==> src/rtl/rmw_masked_writer.sv <==
// rmw_masked_writer: initiator side of a byte-masked write port.
// Each accepted request becomes a read-modify-write on an external memory that
// has a combinational read port and a registered write port.
// Optional feature macro: RMW_FULLMASK_SKIP_EN. When defined, a request whose
// mask is all ones goes straight from IDLE to WRITE, because nothing needs to
// be preserved from the old word.
// DATA_W must be a multiple of 8; MASK_W is derived from it.
`timescale 1ns/1ps

module rmw_masked_writer #(
  parameter int unsigned ADDR_W = 3,
  parameter int unsigned DATA_W = 32,
  localparam int unsigned MASK_W = DATA_W / 8
) (
  input  logic              clk,
  input  logic              reset,
  input  logic              req_valid,
  output logic              req_ready,
  input  logic [ADDR_W-1:0] req_addr,
  input  logic [DATA_W-1:0] req_data,
  input  logic [MASK_W-1:0] req_mask,
  output logic [ADDR_W-1:0] mem_raddr,
  input  logic [DATA_W-1:0] mem_rdata,
  output logic              mem_wen,
  output logic [ADDR_W-1:0] mem_waddr,
  output logic [DATA_W-1:0] mem_wdata,
  output logic              done,
  output logic              busy
);

  typedef enum logic [1:0] {
    StIdle  = 2'd0,
    StRead  = 2'd1,
    StWrite = 2'd2
  } state_e;

  state_e              state_q;
  logic [ADDR_W-1:0]   addr_q;
  logic [DATA_W-1:0]   data_q;
  logic [MASK_W-1:0]   mask_q;
  logic [DATA_W-1:0]   rdata_q;
  logic                ready_q;
  logic                busy_q;
  logic                wen_q;
  logic                done_q;
  logic [DATA_W-1:0]   byte_mask;

  // Expand each byte enable into eight bit enables for the merge.
  always_comb begin
    byte_mask = '0;
    for (int unsigned i = 0; i < MASK_W; i++) begin
      byte_mask[8*i +: 8] = {8{mask_q[i]}};
    end
  end

  // Request FSM; all handshake/status outputs are registered alongside the state.
  always_ff @(posedge clk) begin
    if (!reset) begin
      state_q <= StIdle;
      addr_q  <= '0;
      data_q  <= '0;
      mask_q  <= '0;
      rdata_q <= '0;
      ready_q <= 1'b1;
      busy_q  <= 1'b0;
      wen_q   <= 1'b0;
      done_q  <= 1'b0;
    end else begin
      wen_q  <= 1'b0;
      done_q <= 1'b0;
      unique case (state_q)
        StIdle: begin
          if (req_valid && ready_q) begin
            addr_q  <= req_addr;
            data_q  <= req_data;
            mask_q  <= req_mask;
            ready_q <= 1'b0;
            busy_q  <= 1'b1;
`ifdef RMW_FULLMASK_SKIP_EN
            if (&req_mask) begin
              // Full overwrite: the old word is irrelevant, go straight to WRITE.
              state_q <= StWrite;
              wen_q   <= 1'b1;
              done_q  <= 1'b1;
            end else begin
              state_q <= StRead;
            end
`else
            state_q <= StRead;
`endif
          end
        end
        StRead: begin
          rdata_q <= mem_rdata;
          state_q <= StWrite;
          wen_q   <= |mask_q;
          done_q  <= 1'b1;
        end
        StWrite: begin
          state_q <= StIdle;
          ready_q <= 1'b1;
          busy_q  <= 1'b0;
        end
        default: begin
          state_q <= StIdle;
          ready_q <= 1'b1;
          busy_q  <= 1'b0;
        end
      endcase
    end
  end

  // Addresses come straight from addr_q so they never glitch between states.
  always_comb begin
    req_ready = ready_q;
    busy      = busy_q;
    mem_wen   = wen_q;
    done      = done_q;
    mem_raddr = addr_q;
    mem_waddr = addr_q;
    // With a full mask rdata_q is fully masked off, so the skip path needs no read.
    mem_wdata = (data_q & byte_mask) | (rdata_q & ~byte_mask);
  end

endmodule

==> config.mk <==
export PLATFORM = sky130hd
export DESIGN_NAME = rmw_masked_writer
export DESIGN_NICKNAME = d
export VERILOG_FILES = /design/src/rtl/rmw_masked_writer.sv
export SDC_FILE = /design/constraint.sdc
export NUM_CORES = 1
export LEC_CHECK = 0
export BUFFER_PORTS_ARGS = -buffer_cell sky130_fd_sc_hd__buf_2
export CORE_AREA = 2 2 90 92
export DETAILED_ROUTE_END_ITERATION = 10
export DIE_AREA = 0 0 92 94
export PLACE_DENSITY_LB_ADDON = 0.25
export SLEW_MARGIN = 40
export SYNTH_ARGS = -nofsm -noshare
export SYNTH_HDL_FRONTEND = slang
export SYNTH_SLANG_ARGS = --single-unit
==> constraint.sdc <==
create_clock -name clk -period 1 [get_ports clk]
set_input_delay 0.15 -clock clk [delete_from_list [all_inputs] [get_ports clk]]
set_output_delay 0.15 -clock clk [all_outputs]
set_load 0.02 [all_outputs]
==> out/qor.txt <==
Tightest Hold Check Type = in -> reg
final core utilization = 0.745
top-area cell type share of the netlist area = 0.474
Tmin final = 1.44 ns
crit path max fanout = 8
startpoint type of the worst setup path = register
Top delay family on crit path = flip-flops
Clock Power Share = 0.318
CP Class = reg -> out
DR vias = 3,197
most frequent cells in the layout = buf_2, dfxtp_1, nand2_1
outcome = finished, violations left
total gr overflow = 0
net switching power = 2.35 mW
Post-Syn Instances = 372
Area contributors post-synth = dfxtp_1, nand2_1, mux2_2, nand3_1, o21ai_1
IO Port Bufs = 115
CTS tree = built
FP Rows = 32
worst path cell trace = buf_12 -> mux2_4 -> buf_6
Area Overhead vs Synth = 74.4%
Crit path required time = 0.85 ns
final hold violations = 0
Int Pwr = 6.00 mW
CP endpoint kind = output port
TritonRoute pass-1 iters = 5
DR iter-0 viols = 98
Final period util = 1.44
Final nets = 592
largest net degree at the start of global routing = 35
reg2reg path depth = 6
Final Setup Violations = 109
Clock Pin Slew Worst Setup and Hold Paths = 0.07 ns
total track usage = 0.234
critical path's slowest cell = dfxtp_2
post-route insts no fill = 625
global-route wire length before repair = 15,500 um
Worst Hold Depth = 3
number of CTS-inserted buffers = 9
Multi-input gate area = 2120 um2
# diodes = 0
reg2reg setup slack = -0.27 ns
Max stage delay on crit path = 0.36 ns
RD Place Congestion = 0.736
initial antenna violation count = 0
via/cell ratio = 5.12
clk_skew = 0.0102 ns
register area = 1580 um2
Critical Path AT = 1.29 ns
RSZ-0062 raised after global routing = true
Routed met3 length = 437 um
Reg power frac = 0.413
clk_lat worst skew = 0.34 ns
Max Root-Sink Buffers = 2
dpl cells = 574
vias in the first global route = 3,058
DIE WIDTH = 92 um
Initial Util = 0.427
violated checks = setup timing
Worst Max-Slew Pin Slew = 0.250 ns
Pleak = 2.43 nW
Post-Route WL = 10,600 um
Synth cell types = 24
slew margin rel. = 0.832
Die ar. = 8650 um2
VDD IR max = 0.995 mV
# IOs = 116
drt wl/cell = 17.0 um
Fmax = 695 MHz
# DRC = 0
hold_sp = req_mask[2]
FF+latch count, synth = 77
fin. max-slew vios = 0
setup ws final = -0.439 ns
Detail Route met2 WL = 5670 um
clock root cell = clkbuf_8
Cell Area, Synth = 3250 um2
dominant cell type by area after synthesis = dfxtp_1
sequential fraction of the synthesis area = 0.474
worst path bufs/invs = 2
Synth Area per Inst = 8.73 um2
Place WS = -0.274 ns
hpwl dp = 5280 um
switch share = 0.281
DIE HEIGHT = 94 um
H-Tree Depth = 3
max cap viols = 0
antenna viol nets, final = 0
RR Endpoint = data_q[20]$_SDFFE_PN0P_
Worst R2R Start = state_q[1]$_SDFFE_PN0P_
synth warn = 0
DR top layer = met4
PwrDens = 1470 nW/um2
Comb power frac = 0.270
commonest non-fill, non-tap cell in the layout = buf_2
Filler Cell Count = 536
fraction of layout cells with a size suffix above 1 = 0.719
core outline area = 7610 um2
met1 WL = 4310 um
Clock Sink Count = 77
Hold Crit Endpoint = mask_q[2]$_SDFFE_PN0P_
post-synth net total = 446
==> registers in the layout (all words and copies together) (netlist names) <==
register   cells
mem_wen        1
busy           1
data_q        32
rdata_q       32
mem_raddr      3
state_q        2
done           1
req_ready      1
mask_q         4
==> cell usage after synthesis <==
library cell  instances
o21ai_2               5
buf_2                 8
buf_6                11
nor4_1                1
buf_4                 7
nor3_1                2
o21ai_1              34
nand3_1              39
inv_1                 1
buf_8                 5
nand2_1             104
o21ai_0               1
nor2b_1               1
buf_1                 2
nand4bb_1             1
a21oi_1              30
nor2_1                3
a21oi_2               2
nand2b_1              1
a31oi_1               1
mux2_2               32
inv_2                 1
clkbuf_1              3
dfxtp_1              77
==> worst max-delay path by stage <==
stage,start,endpoint,cells past startpoint
after CTS,mask_q[2]$_SDFFE_PN0P_,mem_wdata[20],3
after floorplan,state_q[0]$_SDFFE_PN0P_,data_q[9]$_SDFFE_PN0P_,5
final,mask_q[2]$_SDFFE_PN0P_,mem_wdata[22],3
after global placement,mask_q[3]$_SDFFE_PN0P_,mem_wdata[31],2
after detailed placement,mask_q[1]$_SDFFE_PN0P_,mem_wdata[14],2
after global routing,mask_q[2]$_SDFFE_PN0P_,mem_wdata[22],3
==> power groups by stage <==
stage / registers [mW] / clock network, mW / logic [mW]
floorplan: 3.44 / 0 / 0.844
global placement: 3.47 / 0 / 1.15
detailed placement: 3.48 / 0 / 1.16
CTS: 3.42 / 2.70 / 1.97
global route: 3.47 / 2.85 / 2.37
finish: 3.45 / 2.65 / 2.25
==> layout make-up <==
| cell class | instances | share of cell area |
|---|---|---|
| clock inverters | 3 | 0.0117 |
| inverters | 2 | 0.00132 |
| repair buffers | 171 | 0.284 |
| well taps | 102 | 0.0225 |
| multi-input cells | 257 | 0.374 |
| flip-flops and latches | 77 | 0.278 |
| clock buffers | 13 | 0.0280 |
==> timing repair <==
item	4_1_cts	5_1_grt
endpoints found under the setup margin	113	118
gates cloned	15	3
pin swaps	33	75
setup buffers	19	6
resized for setup	144	145
hold buffers	0	0
hold endpoints to repair	0	0
==> per-stage QoR <==
| step | hold WS (ns) | instance area [um2] | total power [mW] | TNS [ns] |
|---|---|---|---|---|
| floorplan | 0.283 | 3300 | 4.28 | -1.02 |
| global placement | 0.388 | 3940 | 4.62 | -10.23 |
| detailed placement | 0.391 | 3940 | 4.64 | -11.38 |
| CTS | 0.0198 | 5160 | 8.09 | -29.72 |
| global route | 0.0228 | 5670 | 8.69 | -33.06 |
| finish | 0.0346 | 5670 | 8.35 | -27.81 |
==> tightest hold or removal path: cells and delay by family <==
| family | cells | cell delay (ns) |
|---|---|---|
| buffers and inverters | 1 | 0.09 |
| and+or+nand+nor | 1 | 0.05 |
| AOI/OAI and AO/OA | 1 | 0.05 |
==> metal layers <==
metal,GRT usage,up-vias
li1,-,1549
met1,0.283,1548
met2,0.410,82
met3,0.0530,18
met4,0.0821,0
met5,0,-
==> logic make-up (layout without fill, tap and decap cells) <==
kind of cell           Yosys count  after routing  share of synthesized area
muxes                           32             32                      0.111
DFF                             77             77                      0.474
and+or+nand+nor                152            152                      0.196
buffers and inverters           38            189                     0.0978
AOI/OAI and AO/OA               73             73                      0.121
(Power assumes the default switching activity.)
